File: src/rtl/switch_pulse_scheduler.sv
// Drive-pulse sequencer for one latching photonic switch: turns SET/RESET target
// requests into non-overlapping, guarded, width-W pulses counted in en ticks.
module switch_pulse_scheduler #(
    parameter int WW          = 13,
    parameter int GUARD_TICKS = 4,
    parameter bit INIT_POS    = 1'b0
) (
    input  logic          clk,
    input  logic          reset,
    input  logic          en,
    input  logic          req_set,
    input  logic          req_reset,
    input  logic [WW-1:0] W,
    output logic          PWMset,
    output logic          PWMreset,
    output logic          position,
    output logic          busy,
    output logic          done,
    output logic          collision
);

    typedef enum logic [1:0] {IDLE, PULSE_SET, PULSE_RST, GUARD} state_t;

    localparam logic [WW-1:0] TIMER_ONE = WW'(1);
    localparam logic [WW-1:0] GUARD_LD  = WW'(GUARD_TICKS);

    state_t        state_q, state_d;
    logic [WW-1:0] timer_q, timer_d;
    logic          pos_q, pos_d;
    logic          pend_v_q, pend_v_d;
    logic          pend_q, pend_d;
    logic          set_q, set_d;
    logic          rst_q, rst_d;
    logic          busy_q, busy_d;
    logic          done_q, done_d;
    logic          coll_q, coll_d;

    logic req_v, req_t, cand_v, cand_t;

    assign req_v = req_set ^ req_reset;
    assign req_t = req_set;

    always_comb begin
        state_d  = state_q;
        timer_d  = timer_q;
        pos_d    = pos_q;
        pend_v_d = pend_v_q;
        pend_d   = pend_q;
        set_d    = set_q;
        rst_d    = rst_q;
        done_d   = 1'b0;
        coll_d   = req_set & req_reset;
        // A fresh request in IDLE is newer than anything pending, so it wins.
        cand_v   = req_v | pend_v_q;
        cand_t   = req_v ? req_t : pend_q;

        case (state_q)
            IDLE: begin
                pend_v_d = 1'b0;
                if (cand_v && (cand_t != pos_q)) begin
                    state_d = cand_t ? PULSE_SET : PULSE_RST;
                    set_d   = cand_t;
                    rst_d   = ~cand_t;
                    timer_d = (W == '0) ? TIMER_ONE : W;
                end
            end
            PULSE_SET, PULSE_RST: begin
                if (req_v) begin
                    pend_v_d = 1'b1;
                    pend_d   = req_t;
                end
                if (en) begin
                    if (timer_q == TIMER_ONE) begin
                        set_d  = 1'b0;
                        rst_d  = 1'b0;
                        pos_d  = (state_q == PULSE_SET);
                        done_d = 1'b1;
                        if (GUARD_TICKS == 0) begin
                            state_d = IDLE;
                            timer_d = '0;
                        end else begin
                            state_d = GUARD;
                            timer_d = GUARD_LD;
                        end
                    end else begin
                        timer_d = timer_q - TIMER_ONE;
                    end
                end
            end
            default: begin
                if (req_v) begin
                    pend_v_d = 1'b1;
                    pend_d   = req_t;
                end
                if (en) begin
                    if (timer_q == TIMER_ONE) begin
                        state_d = IDLE;
                        timer_d = '0;
                    end else begin
                        timer_d = timer_q - TIMER_ONE;
                    end
                end
            end
        endcase

        busy_d = (state_d != IDLE);
    end

    always_ff @(posedge clk or negedge reset) begin
        if (!reset) begin
            state_q  <= IDLE;
            timer_q  <= '0;
            pos_q    <= INIT_POS;
            pend_v_q <= 1'b0;
            pend_q   <= 1'b0;
            set_q    <= 1'b0;
            rst_q    <= 1'b0;
            busy_q   <= 1'b0;
            done_q   <= 1'b0;
            coll_q   <= 1'b0;
        end else begin
            state_q  <= state_d;
            timer_q  <= timer_d;
            pos_q    <= pos_d;
            pend_v_q <= pend_v_d;
            pend_q   <= pend_d;
            set_q    <= set_d;
            rst_q    <= rst_d;
            busy_q   <= busy_d;
            done_q   <= done_d;
            coll_q   <= coll_d;
        end
    end

    assign PWMset    = set_q;
    assign PWMreset  = rst_q;
    assign position  = pos_q;
    assign busy      = busy_q;
    assign done      = done_q;
    assign collision = coll_q;

endmodule

File: config.mk
export PLATFORM = sky130hd
export DESIGN_NAME = switch_pulse_scheduler
export DESIGN_NICKNAME = d
export VERILOG_FILES = /design/src/rtl/switch_pulse_scheduler.sv
export SDC_FILE = /design/constraint.sdc
export NUM_CORES = 1
export LEC_CHECK = 0
export CAP_MARGIN = 20
export CORE_ASPECT_RATIO = 0.8
export CORE_MARGIN = 4
export CORE_UTILIZATION = 54
export DETAILED_ROUTE_END_ITERATION = 16
export PLACE_DENSITY = 0.8
export SLEW_MARGIN = 20
export SYNTH_ARGS = -nofsm -noshare
export SYNTH_HDL_FRONTEND = slang
export SYNTH_SLANG_ARGS = --single-unit
File: constraint.sdc
create_clock -name clk -period 3.5 [get_ports clk]
set_input_delay 1.05 -clock clk [delete_from_list [all_inputs] [get_ports clk]]
set_output_delay 1.05 -clock clk [all_outputs]
set_load 0.02 [all_outputs]
==> flow_results.xml <==
<?xml version="1.0" encoding="UTF-8"?>
<metrics>
  <group name="status">
    <metric name="run_status" unit="">complete, no violations</metric>
  </group>
  <group name="layout">
    <metric name="fin_nets" unit="">225</metric>
    <metric name="largest_register_ff_count" unit="">13</metric>
    <metric name="finish.utilization" unit="">0.675</metric>
    <metric name="fillCellCount" unit="">234</metric>
    <metric name="num_antenna_cells" unit="">0</metric>
    <metric name="layout.cells.most_common_list" unit="">23 x sky130_fd_sc_hd__dfrtp_1, 23 x sky130_fd_sc_hd__clkdlybuf4s50_1, 17 x sky130_fd_sc_hd__nor2_1, 11 x sky130_fd_sc_hd__a21oi_1, 10 x sky130_fd_sc_hd__nand2_1</metric>
    <metric name="reg.largest.list" unit="">timer_q: 13 flops, state_q: 2 flops</metric>
    <metric name="drive_gt1_frac" unit="">0.0950</metric>
    <metric name="area_growth_syn_to_layout" unit="%">19.7</metric>
    <metric name="largest-register" unit="">timer_q</metric>
  </group>
  <group name="global_routing">
    <metric name="grt_start_max_net_pins" unit="">24</metric>
    <metric name="grt_antenna_before_repair" unit="">0</metric>
    <metric name="grt_first_pass_wirelength" unit="um">6900</metric>
    <metric name="globalRoute.totalOverflow" unit="">0</metric>
    <metric name="first_global_vias" unit="">1386</metric>
    <metric name="globalRouteTotalUtil" unit="">0.236</metric>
  </group>
  <group name="timing">
    <metric name="tightestPinTransition" unit="ns">0.797</metric>
    <metric name="fin_hold_ws" unit="ns">0.535</metric>
    <metric name="timing.final.max_slew_violations" unit="">0</metric>
    <metric name="finClkSkew" unit="ns">0.00966</metric>
    <metric name="max_slew_margin" unit="">0.464</metric>
    <metric name="max_freq" unit="MHz">346</metric>
    <metric name="unrepaired_setup_endpoints_after_global_routing" unit="">no</metric>
    <metric name="final-hold-violation-count" unit="">0</metric>
    <metric name="timing.final.crit_period" unit="ns">2.89</metric>
    <metric name="fin_ws" unit="ns">0.609</metric>
    <metric name="final.period_utilization" unit="">0.826</metric>
    <metric name="aggregate_negative_setup_slack" unit="ns">0</metric>
    <metric name="timing.final.setup_violations" unit="">0</metric>
  </group>
  <group name="synthesis">
    <metric name="yosys-mux-area-fraction" unit="">0.00722</metric>
    <metric name="xor_and_xnor_area_share_after_synthesis" unit="">0.0112</metric>
    <metric name="ys_ff_latch" unit="">23</metric>
    <metric name="cell_type_with_the_highest_aggregate_area_in_the_netlist" unit="">sky130_fd_sc_hd__dfrtp_1</metric>
    <metric name="mean_post_synth_cell_area" unit="um^2">8.91</metric>
    <metric name="post_synth_num_cell_types" unit="">50</metric>
    <metric name="synth_edf_count" unit="">0</metric>
    <metric name="post_synthesis_simple_gate_area_fraction" unit="">0.264</metric>
    <metric name="synth-seq-area-share" unit="">0.369</metric>
    <metric name="syn-num-nets" unit="">199</metric>
    <metric name="synth_top_cell_area_share" unit="">0.369</metric>
    <metric name="main_area_contributors_after_synthesis" unit="">sky130_fd_sc_hd__dfrtp_1 37%, sky130_fd_sc_hd__ha_1 4.8%, sky130_fd_sc_hd__nor2_1 4.1%, sky130_fd_sc_hd__a21oi_1 3.5%, sky130_fd_sc_hd__nor4_1 2.8%</metric>
    <metric name="synth-async-reset-ratio" unit="">1.00</metric>
    <metric name="syn-instance-count" unit="">175</metric>
    <metric name="compound_gate_portion_of_the_synthesized_area" unit="">0.259</metric>
    <metric name="netlist_area" unit="um^2">1560</metric>
    <metric name="synth_top_family_by_area" unit="">simple AND/OR/NAND/NOR gates</metric>
    <metric name="yosysWarnings" unit="">0</metric>
    <metric name="ys_dominant_reg_cell" unit="">sky130_fd_sc_hd__dfrtp_1</metric>
    <metric name="synth_adder_area_share" unit="">0.0482</metric>
  </group>
  <group name="placed_design">
    <metric name="globalplace.congestion" unit="">0.956</metric>
    <metric name="port_buffers" unit="">23</metric>
    <metric name="detailed_place_hpwl" unit="um">3180</metric>
    <metric name="detailedPlace.worstSlack" unit="ns">0.282</metric>
  </group>
  <group name="routing">
    <metric name="wl_per_cell" unit="um">17.7</metric>
    <metric name="m1_wire_length" unit="um">1930</metric>
    <metric name="topRoutingLayerUsed" unit="">met4</metric>
    <metric name="ant_nets" unit="">0</metric>
    <metric name="drt-initial-drc-count" unit="">182</metric>
    <metric name="routed_wirelength" unit="um">4210</metric>
    <metric name="wl_met3" unit="um">342</metric>
    <metric name="dr_pass1_iterations" unit="">4</metric>
    <metric name="total_via_count_in_the_routed_design" unit="">1497</metric>
    <metric name="detailroute.wirelength.met2" unit="um">1880</metric>
    <metric name="drt_drc_violations_left" unit="">0</metric>
    <metric name="routed_via_density" unit="">6.29</metric>
  </group>
  <group name="setup_path">
    <metric name="crit_path_end_kind" unit="">flip-flop</metric>
    <metric name="worstPathRequired" unit="ns">3.73</metric>
    <metric name="worst_setup_path_start_kind" unit="">primary input</metric>
    <metric name="cp_data_arrival_time" unit="ns">3.12</metric>
    <metric name="critical_path.max_fanout" unit="">9</metric>
    <metric name="critical_path_class" unit="">in -&gt; reg</metric>
  </group>
  <group name="floorplan">
    <metric name="die_y" unit="um">56.1</metric>
    <metric name="fp.coreArea" unit="um^2">2770</metric>
    <metric name="top_level_ports" unit="">24</metric>
    <metric name="initial_core_util" unit="">0.564</metric>
    <metric name="dieArea" unit="um^2">3820</metric>
    <metric name="die_w" unit="um">68.1</metric>
    <metric name="core.rowCount" unit="">17</metric>
  </group>
  <group name="clock_tree">
    <metric name="numClockSinks" unit="">23</metric>
    <metric name="post_cts_hold_buffer_count" unit="">0</metric>
    <metric name="clk_transition_reported_paths" unit="ns">0.13</metric>
    <metric name="htree_levels" unit="">1</metric>
    <metric name="post_cts_resized" unit="">0</metric>
    <metric name="postCtsSetupBuffers" unit="">0</metric>
    <metric name="insertion_delay" unit="ns">0.32</metric>
    <metric name="cts-root-to-sink-buffers" unit="">2</metric>
    <metric name="tritoncts" unit="">done</metric>
    <metric name="cts_buffers" unit="">3</metric>
    <metric name="clock_root_buffer" unit="">sky130_fd_sc_hd__clkbuf_4</metric>
  </group>
  <group name="pwr">
    <metric name="share_clk_of_total_power" unit="">0.093</metric>
    <metric name="power.share.combinational" unit="">0.543</metric>
    <metric name="power.switching" unit="mW">0.645</metric>
    <metric name="total_power" unit="mW">1.38</metric>
    <metric name="power_frac_seq" unit="">0.364</metric>
    <metric name="power-per-cell-area" unit="nW/um^2">740</metric>
    <metric name="netSwitchingFraction" unit="">0.467</metric>
    <metric name="internal_power" unit="mW">0.735</metric>
    <metric name="max_rail_drop_vdd" unit="mV">0.479</metric>
    <metric name="power.leakage" unit="nW">0.741</metric>
  </group>
  <group name="min_path">
    <metric name="min-delay-path-class" unit="">reg -&gt; reg</metric>
  </group>
  <group name="flow_run">
    <metric name="max-cap-violations" unit="">0</metric>
  </group>
</metrics>
[power by group through the flow]
| stage | logic, mW | registers [mW] | clock network, mW |
|---|---|---|---|
| 3_3_place_gp | 0.715 | 0.500 | 0 |
| 5_1_grt | 0.825 | 0.522 | 0.145 |
| 2_1_floorplan | 0.516 | 0.492 | 0 |
| 6_report | 0.749 | 0.503 | 0.128 |
| 3_5_place_dp | 0.735 | 0.506 | 0 |
| 4_1_cts | 0.739 | 0.499 | 0.132 |
[synthesized netlist by cell type (2+ instances only)]
cell type / n
sky130_fd_sc_hd__o22ai_1: 2
sky130_fd_sc_hd__o21ai_0: 7
sky130_fd_sc_hd__a221oi_1: 3
sky130_fd_sc_hd__nand2b_1: 5
sky130_fd_sc_hd__o21a_1: 2
sky130_fd_sc_hd__nand3_1: 4
sky130_fd_sc_hd__nand4_1: 2
sky130_fd_sc_hd__nor3_1: 3
sky130_fd_sc_hd__nand3b_1: 3
sky130_fd_sc_hd__or3_1: 2
sky130_fd_sc_hd__a31o_2: 2
sky130_fd_sc_hd__or2_2: 2
sky130_fd_sc_hd__a21boi_0: 2
sky130_fd_sc_hd__nor4_4: 2
sky130_fd_sc_hd__xor2_1: 2
sky130_fd_sc_hd__nor4_1: 7
sky130_fd_sc_hd__a21oi_1: 11
sky130_fd_sc_hd__a22o_1: 2
sky130_fd_sc_hd__nor2_1: 17
sky130_fd_sc_hd__ha_1: 6
sky130_fd_sc_hd__clkbuf_1: 6
sky130_fd_sc_hd__nand2_1: 10
sky130_fd_sc_hd__o2bb2ai_1: 2
sky130_fd_sc_hd__and2_1: 2
sky130_fd_sc_hd__inv_1: 8
sky130_fd_sc_hd__a22oi_1: 5
sky130_fd_sc_hd__a211oi_1: 3
sky130_fd_sc_hd__a32oi_1: 2
sky130_fd_sc_hd__dfrtp_1: 23
sky130_fd_sc_hd__o21ai_1: 8
[area by class of cell]
class,instances,area [um^2],share of cell area
timing repair buffer,28,268,0.143
inverter,8,30.0,0.0161
tap,38,47.5,0.0255
sequential,23,576,0.308
multi-input combinational,137,920,0.493
clock buffer,4,26.3,0.0141
[critical path, cell delays in order]
cell and delay [ns]:
sky130_fd_sc_hd__clkdlybuf4s50_1 0.50, sky130_fd_sc_hd__ha_1 0.35, sky130_fd_sc_hd__buf_4 0.17, sky130_fd_sc_hd__nor2b_1 0.16
sky130_fd_sc_hd__a221oi_1 0.11, sky130_fd_sc_hd__a221oi_1 0.43, sky130_fd_sc_hd__o211ai_2 0.13, sky130_fd_sc_hd__or2_1 0.23
[per-layer routing]
layer,track usage,vias up
met2,0.327,79
met4,0.0652,0
li1,-,717
met3,0.0545,8
met5,0,-
met1,0.361,693
[path summary, 6_finish.rpt]
| check | from | cells past startpoint | end | slack, ns |
|---|---|---|---|---|
| worst max-delay path | req_set | 8 | busy | 0.61 |
| worst min-delay path | timer_q[10] | 1 | timer_q[10] | 0.54 |
| worst max register to register | timer_q[1] | 7 | timer_q[1] | 1.11 |
| worst min register to register | timer_q[10] | 1 | timer_q[10] | 0.54 |
| max in group asynchronous | reset | 2 | timer_q[2] | 2.17 |
| min in group asynchronous | reset | 2 | state_q[0] | 1.07 |
[stage by stage]
step,instances,cell area [um^2]
4_1_cts,238,1870
3_5_place_dp,234,1840
2_1_floorplan,175,1560
5_1_grt,238,1870
3_3_place_gp,234,1840
6_report,238,1870
[logic make-up (layout without fill, tap and decap cells)]
logic type,count (synthesis),in the layout
xor gates and xnor gates,2,2
adders and majority gates,6,6
buffers and inverters,15,40
and+or+nand+nor,69,69
AOI/OAI and AO/OA,59,59
muxes,1,1
DFF,23,23
(Power assumes the default switching activity.)
